**src/rtl/boot_copier_pkg.sv**
```systemverilog
// Boot copier shared types.
// State encoding and parameter legality checks.
package boot_copier_pkg;

  typedef enum logic [1:0] {
    ST_IDLE,
    ST_FETCH,
    ST_WRITE,
    ST_FINISH
  } state_t;

  localparam int ROM_LAT_MIN = 1;
  localparam int ROM_LAT_MAX = 2;

  // The FETCH wait counter must hold 0..ROM_LATENCY.
  localparam int WAIT_W = 2;

  function automatic bit wait_fits(input int lat);
    return lat < (1 << WAIT_W);
  endfunction

  function automatic bit rom_latency_ok(input int lat);
    return (lat >= ROM_LAT_MIN) &&
           (lat <= ROM_LAT_MAX) &&
           wait_fits(lat);
  endfunction

  function automatic bit copy_len_ok(
    input int len,
    input int aw
  );
    return (len >= 1) &&
           (longint'(len) <= (longint'(1) << aw));
  endfunction

endpackage

```
**src/rtl/boot_copier.sv**
```systemverilog
// Boot-time shadow copier: ROM block to external RAM.
// Holds busy until every word is acknowledged.
module boot_copier
  import boot_copier_pkg::*;
#(
  parameter int DATA_WIDTH      = 8,
  parameter int ADDR_WIDTH      = 12,
  parameter int ROM_LATENCY     = 1,
  parameter int COPY_LEN        = 4096,
  parameter int DEST_ADDR_WIDTH = 16,
  parameter logic [DEST_ADDR_WIDTH-1:0] DEST_BASE = '0,
  parameter string AUTO_START   = "TRUE"
) (
  input  logic                       clock,
  input  logic                       reset,
  input  logic                       start,
  output logic [ADDR_WIDTH-1:0]      rom_address,
  input  logic [DATA_WIDTH-1:0]      rom_data,
  output logic [DEST_ADDR_WIDTH-1:0] mem_addr,
  output logic [DATA_WIDTH-1:0]      mem_wdata,
  output logic                       mem_wr_req,
  input  logic                       mem_wr_ack,
  output logic                       busy,
  output logic                       done
);

  localparam int IDX_W = ADDR_WIDTH + 1;
  localparam bit AUTO  = (AUTO_START == "TRUE");

  localparam logic [IDX_W-1:0] LAST_IDX =
    IDX_W'(COPY_LEN - 1);
  localparam logic [WAIT_W-1:0] LAST_WAIT =
    WAIT_W'(ROM_LATENCY);

  if (!rom_latency_ok(ROM_LATENCY) ||
      !copy_len_ok(COPY_LEN, ADDR_WIDTH)) begin : g_bad_param
    $error("boot_copier: illegal ROM_LATENCY or COPY_LEN");
  end

  state_t                     state_q, state_d;
  logic [IDX_W-1:0]           idx_q, idx_d;
  logic [WAIT_W-1:0]          wait_q, wait_d;
  logic [ADDR_WIDTH-1:0]      rom_addr_q, rom_addr_d;
  logic [DEST_ADDR_WIDTH-1:0] mem_addr_q, mem_addr_d;
  logic [DATA_WIDTH-1:0]      mem_wdata_q, mem_wdata_d;
  logic                       req_q, req_d;
  logic                       busy_q, busy_d;
  logic                       done_q, done_d;
  logic                       arm_q, arm_d;
  logic [IDX_W-1:0]           idx_inc;

  assign idx_inc = idx_q + IDX_W'(1);

  // Next-state and registered-output computation.
  always_comb begin
    state_d     = state_q;
    idx_d       = idx_q;
    wait_d      = wait_q;
    rom_addr_d  = rom_addr_q;
    mem_addr_d  = mem_addr_q;
    mem_wdata_d = mem_wdata_q;
    req_d       = req_q;
    busy_d      = busy_q;
    done_d      = done_q;
    // Auto-start fires only on the first edge after reset.
    arm_d       = 1'b0;
    unique case (state_q)
      ST_IDLE: begin
        if (start || arm_q) begin
          state_d    = ST_FETCH;
          busy_d     = 1'b1;
          done_d     = 1'b0;
          idx_d      = '0;
          wait_d     = '0;
          rom_addr_d = '0;
        end
      end
      ST_FETCH: begin
        if (wait_q == LAST_WAIT) begin
          mem_wdata_d = rom_data;
          mem_addr_d  = DEST_BASE +
                        DEST_ADDR_WIDTH'(idx_q);
          req_d       = 1'b1;
          state_d     = ST_WRITE;
        end else begin
          wait_d = wait_q + WAIT_W'(1);
        end
      end
      ST_WRITE: begin
        if (mem_wr_ack) begin
          req_d = 1'b0;
          if (idx_q == LAST_IDX) begin
            state_d = ST_FINISH;
          end else begin
            idx_d      = idx_inc;
            rom_addr_d = idx_inc[ADDR_WIDTH-1:0];
            wait_d     = '0;
            state_d    = ST_FETCH;
          end
        end
      end
      ST_FINISH: begin
        busy_d  = 1'b0;
        done_d  = 1'b1;
        state_d = ST_IDLE;
      end
      default: begin
        state_d = ST_IDLE;
      end
    endcase
  end

  // State and output registers; reset aborts any copy.
  always_ff @(posedge clock or posedge reset) begin
    if (reset) begin
      state_q     <= ST_IDLE;
      idx_q       <= '0;
      wait_q      <= '0;
      rom_addr_q  <= '0;
      mem_addr_q  <= '0;
      mem_wdata_q <= '0;
      req_q       <= 1'b0;
      busy_q      <= 1'b0;
      done_q      <= 1'b0;
      arm_q       <= AUTO;
    end else begin
      state_q     <= state_d;
      idx_q       <= idx_d;
      wait_q      <= wait_d;
      rom_addr_q  <= rom_addr_d;
      mem_addr_q  <= mem_addr_d;
      mem_wdata_q <= mem_wdata_d;
      req_q       <= req_d;
      busy_q      <= busy_d;
      done_q      <= done_d;
      arm_q       <= arm_d;
    end
  end

  assign rom_address = rom_addr_q;
  assign mem_addr    = mem_addr_q;
  assign mem_wdata   = mem_wdata_q;
  assign mem_wr_req  = req_q;
  assign busy        = busy_q;
  assign done        = done_q;

endmodule
```
**config.mk**
```make
export PLATFORM = sky130hd
export DESIGN_NAME = boot_copier
export DESIGN_NICKNAME = d
export VERILOG_FILES = /design/src/rtl/boot_copier_pkg.sv /design/src/rtl/boot_copier.sv
export SDC_FILE = /design/constraint.sdc
export NUM_CORES = 1
export LEC_CHECK = 0
export CAP_MARGIN = 20
export CORE_MARGIN = 1.5
export CORE_UTILIZATION = 48
export DETAILED_ROUTE_END_ITERATION = 10
export HOLD_SLACK_MARGIN = 0.02
export PLACE_DENSITY = 0.76
export SLEW_MARGIN = 20
export SYNTH_ARGS = -nofsm -noshare
export SYNTH_HDL_FRONTEND = slang
export SYNTH_SLANG_ARGS = --single-unit
```
**constraint.sdc**
```tcl
create_clock -name clock -period 2.2 [get_ports clock]
set_input_delay 0.33 -clock clock [delete_from_list [all_inputs] [get_ports clock]]
set_output_delay 0.33 -clock clock [all_outputs]
set_load 0.005 [all_outputs]
```
======== Word level (Yosys, flattened, before mapping) ========
Index checks and enable logic that the tools add are counted.
cells by class
  add/sub/neg operators ................... 2
  multiplexer cells ....................... 25
  equal/unequal tests ..................... 10
  reductions and logical operators ........ 12
operators by type and width
  operator               count
  $mux 13                3
  $mux 12                3
  $pmux 13 s2            1
  $pmux 12 s2            1
  $mux 2                 8
  $add 13x1->13 const B  1
  $eq 13x12->1 const B   1
  $ne 2x2->1 const B     5
  $pmux 2 s4             1
  $pmux 1 s2             3
  $pmux 2 s3             1
  $reduce_and 3->1       2
  $reduce_bool 2->1      3
  $reduce_and 5->1       1
  $eq 2x1->1 const B     2
  $eq 2x2->1 const B     2
  $mux 1                 4
  $reduce_and 2->1       2
  $reduce_and 4->1       1
  $reduce_bool 3->1      1
  $add 2x1->2 const B    1
  $logic_not 2->1        1
  $logic_or 1x1->1       1
word-level totals
  register bits after elaboration ......... 54
  logic and storage cells ................. 59
  bits of input ports ..................... 12
  output and inout port bits .............. 39

======== Depth between registers and ports, before layout ========
  word-level depth ........................ 4
  mapped depth ............................ 7
  mapped depth without buffers ............ 5

======== Least setup slack after synthesis ========
Ideal clock, no wire load.
  kind .................................... flip-flop to flip-flop
  start ................................... register arm_q
  end ..................................... register idx_q[4]
  cell stages (with the launch flop) ...... 7
  setup slack ............................. 0.446 ns
  path buffers ............................ 2
  library setup time ...................... 0.126 ns
  arrival time ............................ 1.628 ns
  path through ............................ dfstp_2 nor3_2 a211o_1 buf_6 or2_1 buf_6 a221o_1
on the way
  cells in the longest elaborated chain, start to end .. 3
RTL lines
  item                               line                RTL
  start: declaration                 boot_copier.sv:49   logic arm_q, arm_d;
  start signal: assignment           boot_copier.sv:136  arm_q <= arm_d;
  $logic_or 1x1->1                   boot_copier.sv:69   if (start || arm_q) begin
  $ne 2x2->1 (no source line)        -
  $reduce_and 4->1 (no source line)  -
  end signal: assignment             boot_copier.sv:128  idx_q <= idx_d;
  end: declaration                   boot_copier.sv:41   logic [IDX_W-1:0] idx_q, idx_d;
Every way passes these cells.
A chain may end at the register's enable or synchronous reset.

======== Worst setup path after layout ========
  start ................................... register idx_q[1]
  end ..................................... register idx_q[5]
on the way
  cells in the longest elaborated chain, start to end .. 4
  elaborated cells between the ends (all ways) .. 7
RTL lines
  item           line               RTL
  $add 13x1->13  boot_copier.sv:52  assign idx_inc = idx_q + IDX_W'(1);
  $mux 13        boot_copier.sv:92  if (idx_q == LAST_IDX) begin
  $mux 13        boot_copier.sv:90  if (mem_wr_ack) begin
  $pmux 13 s2    boot_copier.sv:67  unique case (state_q)
Parallel ways exist; a longest one is shown, timed or not. The select of a mux whose other input is x is not followed.

==> impl_metrics.json <==
{
  "outcome": "complete, no violations",
  "synth.top_cell.area_share_pct": 51.0,
  "wl_per_cell_um": 15.5,
  "place_ws_ns": 0.114,
  "setup_viol": 0,
  "skew_ns": 0.00535,
  "grt_use_met1_pct": 24.5,
  "fmax_mhz": 506,
  "clk_pin_slew_ns": 0.08,
  "ant_nets": 0,
  "layout.cells.non_filler": 262,
  "drv_cap": 0,
  "clock_latency_ns": 0.29,
  "via_per_inst": 5.63,
  "gp_congestion": 0.804,
  "grt_pass1_vias": 1471,
  "area_growth_syn_to_layout_pct": 27.5,
  "ys_types": 43,
  "portBuffers": 47,
  "crit_type": "flip-flop to flip-flop",
  "die_w_um": 67.8,
  "slowest_delay_ns": 0.46,
  "cts_buffers": 5,
  "antenna_found_initial": 0,
  "fin_nets": 226,
  "vias": 1476,
  "drcViolationCount": 0,
  "power_mw": 2.56,
  "grt_first_pass_wirelength_mm": 6.82,
  "powerDensity_mw_per_mm2": 998,
  "async_flop_share_pct": 100,
  "max-slew-margin-rel_pct": 65.3,
  "post_cts_resized": 0,
  "fp.dieH_um": 67.8,
  "worstPathMaxFanout": 6,
  "postSynthCellCount": 170,
  "post-route-period-util_pct": 89.8,
  "overflow": 0,
  "cp.arrival_ns": 2.15,
  "synthAdderAreaFrac_pct": 1.24,
  "synth_largest_area_cell": "dfrtp_1",
  "placed_area_mm2": 0.00245,
  "antenna_cells": 0,
  "fillers": 321,
  "grt_use_met2_pct": 32.6,
  "h-tree-depth": 2,
  "placed_cells": 255,
  "track_usage_pct": 20.3,
  "synth-seq-area-share_pct": 52.3,
  "io_pins": 51,
  "setup_ws_ns": 0.225,
  "hold_viol_final": 0,
  "worst_pin_slew_ns": 0.521,
  "crit_chain": "ha_1, nand4_1, nor4_2, nor2_1, a221o_1",
  "rsz0062_at_grt": "false",
  "fin_area_mm2": 0.00257,
  "ys_top_cells_by_area": "dfrtp_1 51%, mux2_2 12%, buf_4 6.0%",
  "dp_hpwl_mm": 2.86,
  "yosys_warnings": 0,
  "synth.cell_area_mm2": 0.00201,
  "fin_crit_ns": 1.98,
  "rows": 23,
  "drtIter0Drc": 71,
  "clock_tree.root_cell": "clkbuf_8",
  "synth_compound_area_share_pct": 10.4,
  "cts_setup_buffers": 0,
  "total_leakage_power_nw": 1.15,
  "wl_mm": 4.06,
  "synth_edf_count": 0,
  "crit_slowest_cell": "dfrtp_1",
  "start_util_pct": 50.0,
  "grt_max_degree": 43,
  "ir_drop_mv": 0.696,
  "synth_top_family_by_area": "simple AND/OR/NAND/NOR gates",
  "cts_buffer_depth": 2,
  "layout-drive-gt1-share_pct": 18.9,
  "cts_hold_buf": 0,
  "core_mm2": 0.00403,
  "min-delay-path-class": "input pin to async pin",
  "cts_tree": "done",
  "firstDrtPassIters": 4,
  "synth-xor-area-share_pct": 0.435,
  "synthFlopType": "dfrtp_1",
  "yosys.area_share.simple_pct": 13.9,
  "synth-seq-cells": 42,
  "cp.required_ns": 2.37,
  "end_kind": "flip-flop",
  "cp-startpoint": "idx_q[1]",
  "clock_sinks": 42,
  "tns_ns": 0,
  "syn_avg_cell_area_um2": 11.8,
  "grt-busiest-layer": "met2",
  "rr_startpoint": "idx_q[1]",
  "start_kind": "flip-flop",
  "drv_slew": 0,
  "synth_mux_area_share_pct": 12.2,
  "met3_usage_pct": 8.17,
  "dieArea_mm2": 0.00459
}
[worst max-delay path: cells and delay by family, from the launching register on]
family,cells,cell delay [ns]
AOI/OAI and AO/OA,1,0.33
and+or+nand+nor,3,0.77
DFF,1,0.46
adders and majority gates,1,0.29
[through the flow]
step,utilization [%],hold WS (ns)
floorplan,-,0.457
global placement,60.9,0.460
detailed placement,60.9,0.479
CTS,63.7,0.474
global route,63.7,0.494
finish,63.7,0.450
[cells in the final DEF, fill, tap and decap left out, types with 2 or more instances in the layout]
cell type and count:
clkdlybuf4s50_1 47, dfrtp_1 41, mux2_2 21, nand2_1 10, buf_4 8, inv_1 6
clkbuf_8 6, nand4_1 5, and2_1 5, a221o_1 5, o21ai_0 4, conb_1 4
nand3_1 3, a21oi_1 3, nand3b_1 3, nor2_1 3, nor4b_1 3, nor4_2 2
o22ai_1 2, and4_1 2, and3_1 2, o21a_1 2, a22o_1 2, a21o_1 2
o31ai_1 2, o41ai_1 2, ha_1 2
[final cells by class]
class	count	area [µm²]	area share, %
clock buffer	6	82.6	3.22
timing repair buffer	55	531	20.7
clock inverter	1	30.0	1.17
tap	50	62.6	2.44
sequential	42	1050	41.0
inverter	6	22.5	0.878
multi-input combinational	102	786	30.6
[power breakdown]
group / total, mW / leakage (nW) / internal, mW / switching, mW
combinational: 0.889 / 0.544 / 0.507 / 0.381
clock: 0.612 / 0.0573 / 0.363 / 0.249
sequential: 1.06 / 0.549 / 0.936 / 0.124
[synth_stat cells, types with 2 or more instances]
library cell / instances
and2_1: 5
buf_4: 16
nor4b_1: 3
dfrtp_1: 41
o41ai_1: 2
a21o_1: 2
buf_6: 2
nand3_1: 3
mux2_2: 21
nand2_1: 10
a221o_1: 5
nand3b_1: 3
and4_1: 2
a22o_1: 2
o22ai_1: 2
ha_1: 2
o21ai_0: 4
o21a_1: 2
nand4_1: 5
nor2_1: 3
and3_1: 2
o31ai_1: 2
clkbuf_1: 3
a21oi_1: 3
nor4_2: 2
inv_1: 6
[cells by family (layout without fill, tap and decap cells)]
logic type      count (synthesis)  after routing
xor+xnor                        1              1
buf+inv                        29             68
fa+ha+maj                       2              2
other cells                     1              4
flops                          42             42
compound gates                 28             28
mux                            22             22
simple gates                   45             45
[state kept, by name, summed over array words and instances (netlist names)]
signal      count
arm_q           1
mem_addr       13
busy            1
mem_wdata       8
state_q         2
wait_q          2
mem_wr_req      1
idx_q          13
done            1
[worst paths after layout]
check,end,slack [ns],cells past startpoint
max,idx_q[5],0.22,5
min,mem_wdata[6],0.45,3
max reg2reg,idx_q[5],0.22,5
min reg2reg,mem_addr[9],0.49,2
max in group asynchronous,arm_q,1.37,3
min in group clock,mem_addr[9],0.49,2
[routing by layer]
layer,vias to the layer above,share of wire (%),wire [µm]
met5,-,0,0
met4,0,1.3,53
met3,6,7.3,297
met2,56,49,2000
met1,729,42,1710
li1,685,-,-
Note: power is estimated with default switching activity, not from simulation.
